<file path="src/rtl/axi_arbiter_pkg.sv">
`default_nettype none
// ============================================================================
//  Module      : axi_arbiter_pkg
//  Description : Shared definitions for the fetch/load-store bus arbiter:
//                the 2-bit FSM state encoding and the default abort timeout.
//  Revision    : 1.0 - initial release
// ============================================================================
package axi_arbiter_pkg;

    // Arbiter FSM states, 2-bit encoding
    typedef enum logic [1:0] {
        IDLE    = 2'd0,
        SRV_IF  = 2'd1,
        SRV_MEM = 2'd2
    } arb_state_t;

    // Bus cycles without acknowledge before a transaction is aborted
    localparam logic [15:0] c_TIMEOUT_DEFAULT = 16'd255;

endpackage : axi_arbiter_pkg
`default_nettype wire

</file>
<file path="src/rtl/axi_arb_wdt.sv">
`default_nettype none
// ============================================================================
//  Module      : axi_arb_wdt
//  Description : Saturating 16-bit watchdog for one bus transaction.
//                Ports:
//                  clk, rst  - clock, asynchronous active-high reset
//                  i_clr     - restart count (transaction granted)
//                  i_en      - a serving cycle is in progress
//                  i_ack     - bus acknowledge in this cycle
//                  o_hit     - last permitted cycle elapsed without ack
//  Revision    : 1.0 - initial release
// ============================================================================
module axi_arb_wdt
    import axi_arbiter_pkg::*;
#(
    parameter logic [15:0] TIMEOUT = c_TIMEOUT_DEFAULT
) (
    input  logic clk,
    input  logic rst,
    input  logic i_clr,
    input  logic i_en,
    input  logic i_ack,
    output logic o_hit
);

    logic [15:0] r_count;

    always_ff @(posedge clk or posedge rst) begin
        if (rst) begin
            r_count <= 16'd0;
        end else if (i_clr) begin
            r_count <= 16'd0;
        end else if (i_en && !i_ack && (r_count != 16'hFFFF)) begin
            r_count <= r_count + 16'd1;
        end
    end

    // An ack in the final cycle wins over the abort.
    assign o_hit = i_en & ~i_ack & (r_count == (TIMEOUT - 16'd1));

endmodule : axi_arb_wdt
`default_nettype wire

</file>
<file path="src/rtl/axi_arbiter.sv">
`default_nettype none
// ============================================================================
//  Module      : axi_arbiter
//  Description : Arbitrates a fetch port and a load/store port onto a single
//                shared memory bus, one transaction at a time, with an
//                alternating priority on contention and a watchdog abort.
//                Ports:
//                  clk, rst              - clock, asynchronous active-high reset
//                  if_*                  - fetch read port (req/addr in,
//                                          gnt/rvalid/rdata out)
//                  mem_*                 - load/store port (req/we/addr/wdata/
//                                          wmask in, gnt/rvalid/rdata out)
//                  bus_*                 - shared bus request out, ack/rdata in
//                  busy_o, busy_end_o    - pipeline-controller status
//                  err_o                 - timeout-abort pulse
//  Revision    : 1.0 - initial release
// ============================================================================
module axi_arbiter
    import axi_arbiter_pkg::*;
#(
    parameter logic [15:0] TIMEOUT = c_TIMEOUT_DEFAULT
) (
    input  logic        clk,
    input  logic        rst,
    input  logic        if_req_i,
    input  logic [63:0] if_addr_i,
    output logic        if_gnt_o,
    output logic        if_rvalid_o,
    output logic [63:0] if_rdata_o,
    input  logic        mem_req_i,
    input  logic        mem_we_i,
    input  logic [63:0] mem_addr_i,
    input  logic [63:0] mem_wdata_i,
    input  logic [7:0]  mem_wmask_i,
    output logic        mem_gnt_o,
    output logic        mem_rvalid_o,
    output logic [63:0] mem_rdata_o,
    output logic        bus_req_o,
    output logic        bus_we_o,
    output logic [63:0] bus_addr_o,
    output logic [63:0] bus_wdata_o,
    output logic [7:0]  bus_wmask_o,
    input  logic        bus_ack_i,
    input  logic [63:0] bus_rdata_i,
    output logic        busy_o,
    output logic        busy_end_o,
    output logic        err_o
);

    arb_state_t  r_state;
    arb_state_t  w_state_nxt;
    logic        r_last_mem;
    logic        r_we;
    logic [63:0] r_addr;
    logic [63:0] r_wdata;
    logic [7:0]  r_wmask;
    logic        r_if_rvalid;
    logic        r_mem_rvalid;
    logic [63:0] r_if_rdata;
    logic [63:0] r_mem_rdata;
    logic        r_err;

    logic        w_if_gnt;
    logic        w_mem_gnt;
    logic        w_serving;
    logic        w_hit;
    logic        w_done;

    assign w_serving = (r_state != IDLE);
    assign w_done    = w_serving & (bus_ack_i | w_hit);

    axi_arb_wdt #(
        .TIMEOUT (TIMEOUT)
    ) u_wdt (
        .clk   (clk),
        .rst   (rst),
        .i_clr (w_if_gnt | w_mem_gnt),
        .i_en  (w_serving),
        .i_ack (bus_ack_i),
        .o_hit (w_hit)
    );

    // Next-state and grant decode. Grants are held off while reset is
    // asserted so that nothing is accepted before the first clean edge.
    always_comb begin
        w_state_nxt = r_state;
        w_if_gnt    = 1'b0;
        w_mem_gnt   = 1'b0;
        case (r_state)
            IDLE: begin
                if (!rst) begin
                    // MEM wins a tie unless it also won the previous grant.
                    if (mem_req_i && (!if_req_i || !r_last_mem)) begin
                        w_mem_gnt   = 1'b1;
                        w_state_nxt = SRV_MEM;
                    end else if (if_req_i) begin
                        w_if_gnt    = 1'b1;
                        w_state_nxt = SRV_IF;
                    end
                end
            end
            SRV_IF, SRV_MEM: begin
                if (w_done) begin
                    w_state_nxt = IDLE;
                end
            end
            default: w_state_nxt = IDLE;
        endcase
    end

    always_ff @(posedge clk or posedge rst) begin
        if (rst) begin
            r_state <= IDLE;
        end else begin
            r_state <= w_state_nxt;
        end
    end

    always_ff @(posedge clk or posedge rst) begin
        if (rst) begin
            r_last_mem   <= 1'b0;
            r_we         <= 1'b0;
            r_addr       <= 64'd0;
            r_wdata      <= 64'd0;
            r_wmask      <= 8'd0;
            r_if_rvalid  <= 1'b0;
            r_mem_rvalid <= 1'b0;
            r_if_rdata   <= 64'd0;
            r_mem_rdata  <= 64'd0;
            r_err        <= 1'b0;
        end else begin
            r_if_rvalid  <= 1'b0;
            r_mem_rvalid <= 1'b0;
            r_err        <= 1'b0;
            if (w_if_gnt || w_mem_gnt) begin
                // Fetches are always reads: no write enable, no strobes.
                r_last_mem <= w_mem_gnt;
                r_addr     <= w_mem_gnt ? mem_addr_i : if_addr_i;
                r_we       <= w_mem_gnt & mem_we_i;
                r_wdata    <= w_mem_gnt ? mem_wdata_i : 64'd0;
                r_wmask    <= w_mem_gnt ? mem_wmask_i : 8'd0;
            end
            if (w_done) begin
                // An aborted transfer returns zero data alongside err_o.
                r_err <= ~bus_ack_i;
                if (r_state == SRV_IF) begin
                    r_if_rvalid <= 1'b1;
                    r_if_rdata  <= bus_ack_i ? bus_rdata_i : 64'd0;
                end else begin
                    r_mem_rvalid <= 1'b1;
                    r_mem_rdata  <= bus_ack_i ? bus_rdata_i : 64'd0;
                end
            end
        end
    end

    assign if_gnt_o     = w_if_gnt;
    assign mem_gnt_o    = w_mem_gnt;
    assign if_rvalid_o  = r_if_rvalid;
    assign if_rdata_o   = r_if_rdata;
    assign mem_rvalid_o = r_mem_rvalid;
    assign mem_rdata_o  = r_mem_rdata;
    assign bus_req_o    = w_serving;
    assign bus_we_o     = r_we;
    assign bus_addr_o   = r_addr;
    assign bus_wdata_o  = r_wdata;
    assign bus_wmask_o  = r_wmask;
    assign busy_o       = w_serving;
    assign busy_end_o   = w_done;
    assign err_o        = r_err;

endmodule : axi_arbiter
`default_nettype wire

</file>
<file path="config.mk">
export PLATFORM = sky130hd
export DESIGN_NAME = axi_arbiter
export DESIGN_NICKNAME = d
export VERILOG_FILES = /design/src/rtl/axi_arbiter_pkg.sv /design/src/rtl/axi_arb_wdt.sv /design/src/rtl/axi_arbiter.sv
export SDC_FILE = /design/constraint.sdc
export NUM_CORES = 1
export LEC_CHECK = 0
export CAP_MARGIN = 15
export CORE_AREA = 2 2 212 214
export CTS_CLUSTER_SIZE = 20
export DETAILED_ROUTE_END_ITERATION = 7
export DIE_AREA = 0 0 214 216
export GPL_TIMING_DRIVEN = 0
export PLACE_DENSITY = 0.64
export SLEW_MARGIN = 20
export SYNTH_ARGS = -nofsm -noshare
export SYNTH_HDL_FRONTEND = slang
export SYNTH_HIERARCHICAL = 1
export SYNTH_SLANG_ARGS = --single-unit
</file>
<file path="constraint.sdc">
create_clock -name clk -period 23.9 [get_ports clk]
set_input_delay 3.585 -clock clk [delete_from_list [all_inputs] [get_ports clk]]
set_output_delay 3.585 -clock clk [all_outputs]
set_load 0.05 [all_outputs]
</file>
==> summary.txt, run 1 <==
Cells after Synth -> 1079
Static Leak -> 8.40 nW
CTS tree -> done
I/O pin total -> 543
Clock Tree Root -> clkbuf_16
Setup TNS -> 0 ps
Critical R2R Capture -> mem_rdata_o[30]
Power Density -> 153 mW/mm^2
Post-synthesis register bit count -> 287
Hold slack -> 503 ps
Vias in the first global route -> 11893
Final WS setup -> 14290 ps
Post-DP HPWL -> 35000 um
Cell taking the most area after synthesis -> dfrtp_1
Final setup fails -> 0
VDD IR max -> 0.0891 mV
Post-synth EDFFs -> 0
Top FF cell, synth -> dfrtp_1
Pre-antenna DRT Iters -> 5
Max Clock Freq -> 104 MHz
Startpoint types -> input pin
Critical path peak fanout -> 6
Full die area -> 0.0462 sq mm
Setup Buffers After CTS -> 0
Mapped Nets -> 1353
Max-slew headroom -> 51.6%
Initial DRC count -> 895
Area delta synth->final -> 60.1%
Synth Area per Inst -> 11.5 sq um
Layout Cells excl Fill -> 2283
Clock sinks -> 287
Resized cells post-CTS -> 0
H-tree levels -> 2
CTS Hold Buffers Added -> 0
Async S/R FF share, synth -> 100%
CTS clk-pin slew, worst paths -> 60 ps
Min cycle time layout -> 9610 ps
Reported max-cap violation count -> 0
Die width -> 214 um
Hold Path Class -> reg -> reg
Initial antenna violation count -> 4
WS Path Type -> in -> out
Initial Util -> 28.4%
Wire length per cell -> 20.5 um
Most numerous cell in the Yosys netlist -> dfrtp_1
Vias after detailed routing -> 11256
Seq/Total Area, Yosys -> 57.7%
Yosys cell types -> 46
Worst-Margin Slew -> 723 ps
Share of post-route cells with drive strength above 1 -> 11.6%
DRC Markers -> 0
Sink of the worst hold path -> bus_wdata_o[5]
Critical Path AT -> 6020 ps
DP Cell Count -> 2216
Worst-skew pair later-pin latency -> 530 ps
# port buffers -> 542
Final GP Congestion -> 0.834
Post-Place Worst Slack -> 14300 ps
Reg2reg path depth -> 13
Status -> finished clean
CP Data Required Time -> 20320 ps
RSZ-0062 raised after global routing -> no
Final Max Slew Viols -> 0
Num CTS Buffers -> 36
Total number of yosys warnings -> 6
Hold Crit Depth -> 1
Period Utilization, post-route -> 40.2%
Layout Nets -> 1936
Row cnt -> 77
Setup crit end kind -> output port
Worst R2R Setup Slack -> 20940 ps
DR vias/cell -> 4.93
CTS max path bufs -> 3
Synthesized area -> 0.0124 sq mm
Die Height -> 216 um
Worst min-delay path startpoint -> bus_wdata_o[5]
Largest net degree at the start of global routing -> 98
Final wirelength -> 46700 um
Core area -> 0.0438 sq mm
Clk_skew -> 19.2 ps
First-pass GRT wire length -> 71600 um
Final core occ -> 45.5%
Post-synth top area share -> 57.7%
Gr ovfl total -> 0
Final Hold Viols -> 0
Post-route ant nets -> 0
Post-synth top cells -> dfrtp_1, o21ai_0, inv_1
Top cells by area, synth -> dfrtp_1, o21ai_0, mux2_2
GRT Util Overall -> 19.8%
R2R Path Start -> r_state[0]
==> worst max-delay path by stage <==
| stage | depth (start not counted) | end | startpoint |
|---|---|---|---|
| 3_3_place_gp | 2 | bus_wdata_o[36] | rst |
| 4_1_cts | 7 | busy_end_o | bus_ack_i |
| 5_1_grt | 7 | busy_end_o | bus_ack_i |
| 6_report | 7 | busy_end_o | bus_ack_i |
| 3_5_place_dp | 7 | busy_end_o | bus_ack_i |
| 2_1_floorplan | 1 | bus_addr_o[0] | rst |
==> stage by stage <==
stage               area, sq um  power, mW
global placement          18600       2.49
CTS                       19900       3.08
finish                    19900       3.05
floorplan                 12400       1.86
global route              19900       3.19
detailed placement        18700       2.50
==> layer usage <==
layer	routed length, um	global-route usage, %
met3	4250	6.48
met1	18000	23.1
met4	1580	8.79
met5	0	0
met2	22800	33.1
==> report_power, final <==
part	switching, mW	leakage [nW]	internal [mW]	total [mW]
clock	0.219	0.581	0.339	0.558
combinational	1.11	4.09	0.570	1.68
sequential	0.119	3.73	0.692	0.811
==> critical path: stages <==
cell,delay (ps)
clkdlybuf4s50_1,570
nor2b_1,420
nand4_1,140
nor2_1,260
o21bai_4,100
inv_4,90
clkdlybuf4s50_1,830
==> layout by cell type (no fill, tap or decap), types with 3 or more instances in the layout <==
cell / netlist / routed
clkbuf_16: 0 / 36
dfrtp_1: 287 / 287
clkinvlp_4: 0 / 5
buf_4: 4 / 4
buf_2: 33 / 33
diode_2: 0 / 4
buf_6: 7 / 7
ha_1: 4 / 4
a22o_1: 73 / 73
o2111ai_1: 65 / 65
o21ai_1: 3 / 3
and2_1: 38 / 38
or4_1: 9 / 9
o31ai_1: 10 / 10
mux2_2: 57 / 57
a21oi_1: 15 / 15
o21ai_0: 172 / 172
nand2_1: 33 / 33
buf_16: 0 / 3
nand3_1: 6 / 6
o211ai_1: 66 / 66
nor3_1: 4 / 4
clkbuf_8: 0 / 9
nor2_1: 9 / 9
nor2b_1: 3 / 3
clkbuf_1: 54 / 59
inv_1: 80 / 79
clkdlybuf4s50_1: 0 / 542
mux2_4: 19 / 19
nand4_1: 3 / 3
bufinv_16: 0 / 3
==> layout make-up <==
cell class | instances | area [sq um]
antenna | 4 | 10.0
buffer | 101 | 510
clock buffer | 50 | 1040
clock inverter | 13 | 171
fill | 4104 | 23900
inverter | 83 | 322
multi-input combinational | 608 | 4440
sequential | 287 | 7180
tap | 592 | 741
timing repair buffer | 545 | 5510
==> cells by family after synthesis <==
| family | synth area share, % |
|---|---|
| simple gates | 5.46 |
| compound gates | 22.3 |
| mux | 7.45 |
| flops | 57.7 |
| fa+ha+maj | 0.402 |
| buf+inv | 6.63 |
==> state kept, by name, indices dropped and copies added (netlist names), 2 cells and up <==
register and count:
u_wdt/r_count 16, mem_rdata_o 64, if_rdata_o 64, r_state 2, bus_wdata_o 64, bus_addr_o 64
bus_wmask_o 8
Power figures use the tool's default switching activity.
==> run 2, diff against run 1 <==
- CORE_AREA: 2 2 212 214 -> 2 2 213 215
- DIE_AREA: 0 0 214 216 -> 0 0 215 217
- PLACE_DENSITY: 0.64 -> 0.65
- clock period: 23.9 -> 8 ns (I/O delays scaled with it)
==> summary.txt, run 2 (synthesis gave the netlist of run 1 again) <==
Final wirelength -> 45400 um
Static Leak -> 8.44 nW
H-tree levels -> 2
Final GP Congestion -> 0.862
Startpoint types -> input pin
Setup crit end kind -> output port
CP Data Required Time -> 6800 ps
Layout Nets -> 1942
WS Path Type -> in -> out
Critical path peak fanout -> 6
Clk_skew -> 25.7 ps
Min cycle time layout -> 4810 ps
VDD IR max -> 0.296 mV
DR vias/cell -> 4.90
Num CTS Buffers -> 35
Layout Cells excl Fill -> 2294
Post-route ant nets -> 0
# port buffers -> 542
GRT Util Overall -> 18.9%
Final Hold Viols -> 0
Met2 Use GR -> 33.2%
Final Max Slew Viols -> 0
Initial antenna violation count -> 4
Final instance area -> 0.0200 sq mm
Power Density -> 451 mW/mm^2
Largest net degree at the start of global routing -> 32
Pre-antenna DRT Iters -> 5
Max Clock Freq -> 208 MHz
Die Height -> 217 um
I/O pin total -> 543
Resized cells post-CTS -> 0
Core area -> 0.0447 sq mm
Area after DPL -> 0.0188 sq mm
Clock sinks -> 287
CTS max path bufs -> 3
Setup Buffers After CTS -> 0
Clock Tree Root -> clkbuf_16
Reported max-cap violation count -> 0
Initial DRC count -> 719
Gr ovfl total -> 0
Area delta synth->final -> 60.7%
RSZ-0062 raised after global routing -> no
Met3 Resource Use GR -> 6.25%
Max-slew headroom -> 51.4%
Row cnt -> 78
Hold slack -> 501 ps
Critical Path AT -> 3610 ps
Full die area -> 0.0467 sq mm
Wire length per cell -> 19.8 um
Setup TNS -> 0 ps
Post-Place Worst Slack -> 3120 ps
First-pass GRT wire length -> 68700 um
DP Cell Count -> 2231
Status -> finished clean
Die width -> 215 um
Initial Util -> 27.8%
Final WS setup -> 3190 ps
# fillers -> 4303
Share of post-route cells with drive strength above 1 -> 11.6%
CTS clk-pin slew, worst paths -> 50 ps
DRC Markers -> 0
Grt met1 use -> 21.3%
Most frequent cells in the layout -> clkdlybuf4s50_1, dfrtp_1, o21ai_0
Post-DP HPWL -> 34700 um
Period Utilization, post-route -> 60.1%
Worst-Margin Slew -> 726 ps
Top Usage Layer GRT -> met2
Hold Path Class -> reg -> reg
CTS Hold Buffers Added -> 0
Vias in the first global route -> 11661
Final setup fails -> 0
CTS tree -> done
Commonest non-fill, non-tap cell in the layout -> clkdlybuf4s50_1
Vias after detailed routing -> 11235
Worst-skew pair later-pin latency -> 540 ps
## run 2: worst max-delay path, cell delays in order
cell	delay, ps
clkdlybuf4s50_1	590
nor2b_1	420
nand4_1	130
nor2_1	230
o21bai_4	100
inv_4	80
clkdlybuf4s50_1	850
## run 2: through the flow
stage / util, % / total power [mW]
global route: 44.7 / 9.43
finish: 44.7 / 9.03
CTS: 44.7 / 9.11
detailed placement: 42.2 / 7.47
floorplan: - / 5.57
global placement: 41.7 / 7.41
## run 2: cell type report
type	count	area, sq um	area share, %
Antenna cell	2	5.00	0.0250
Buffer	101	510	2.55
Clock buffer	51	1030	5.14
Clock inverter	10	116	0.582
Inverter	83	318	1.59
Multi-Input combinational cell	608	4440	22.2
Sequential cell	287	7180	35.9
Tap cell	600	751	3.75
Timing Repair Buffer	552	5650	28.2
## run 2: worst paths after layout
kind	startpoint	to	slack (ps)	depth (start not counted)
max	bus_ack_i	busy_end_o	3190	7
min	if_rdata_o[56]	if_rdata_o[56]	500	1
max reg2reg	r_state[0]	mem_rdata_o[35]	5040	13
min reg2reg	if_rdata_o[56]	if_rdata_o[56]	500	1
max in group asynchronous	rst	bus_wdata_o[33]	5450	6
min in group asynchronous	rst	mem_rdata_o[24]	1350	2
## run 2: routing by layer
| layer | routed length [um] | share of wire, % |
|---|---|---|
| met1 | 17100 | 38 |
| met2 | 22800 | 50 |
| met3 | 4080 | 9.0 |
| met4 | 1340 | 2.9 |
| met5 | 0 | 0 |
## run 2: report_power, final
group / internal [mW] / leakage, nW / switching, mW
registers: 2.07 / 3.73 / 0.344
clock network: 0.959 / 0.556 / 0.625
logic: 1.71 / 4.15 / 3.32
total: 4.74 / 8.44 / 4.29
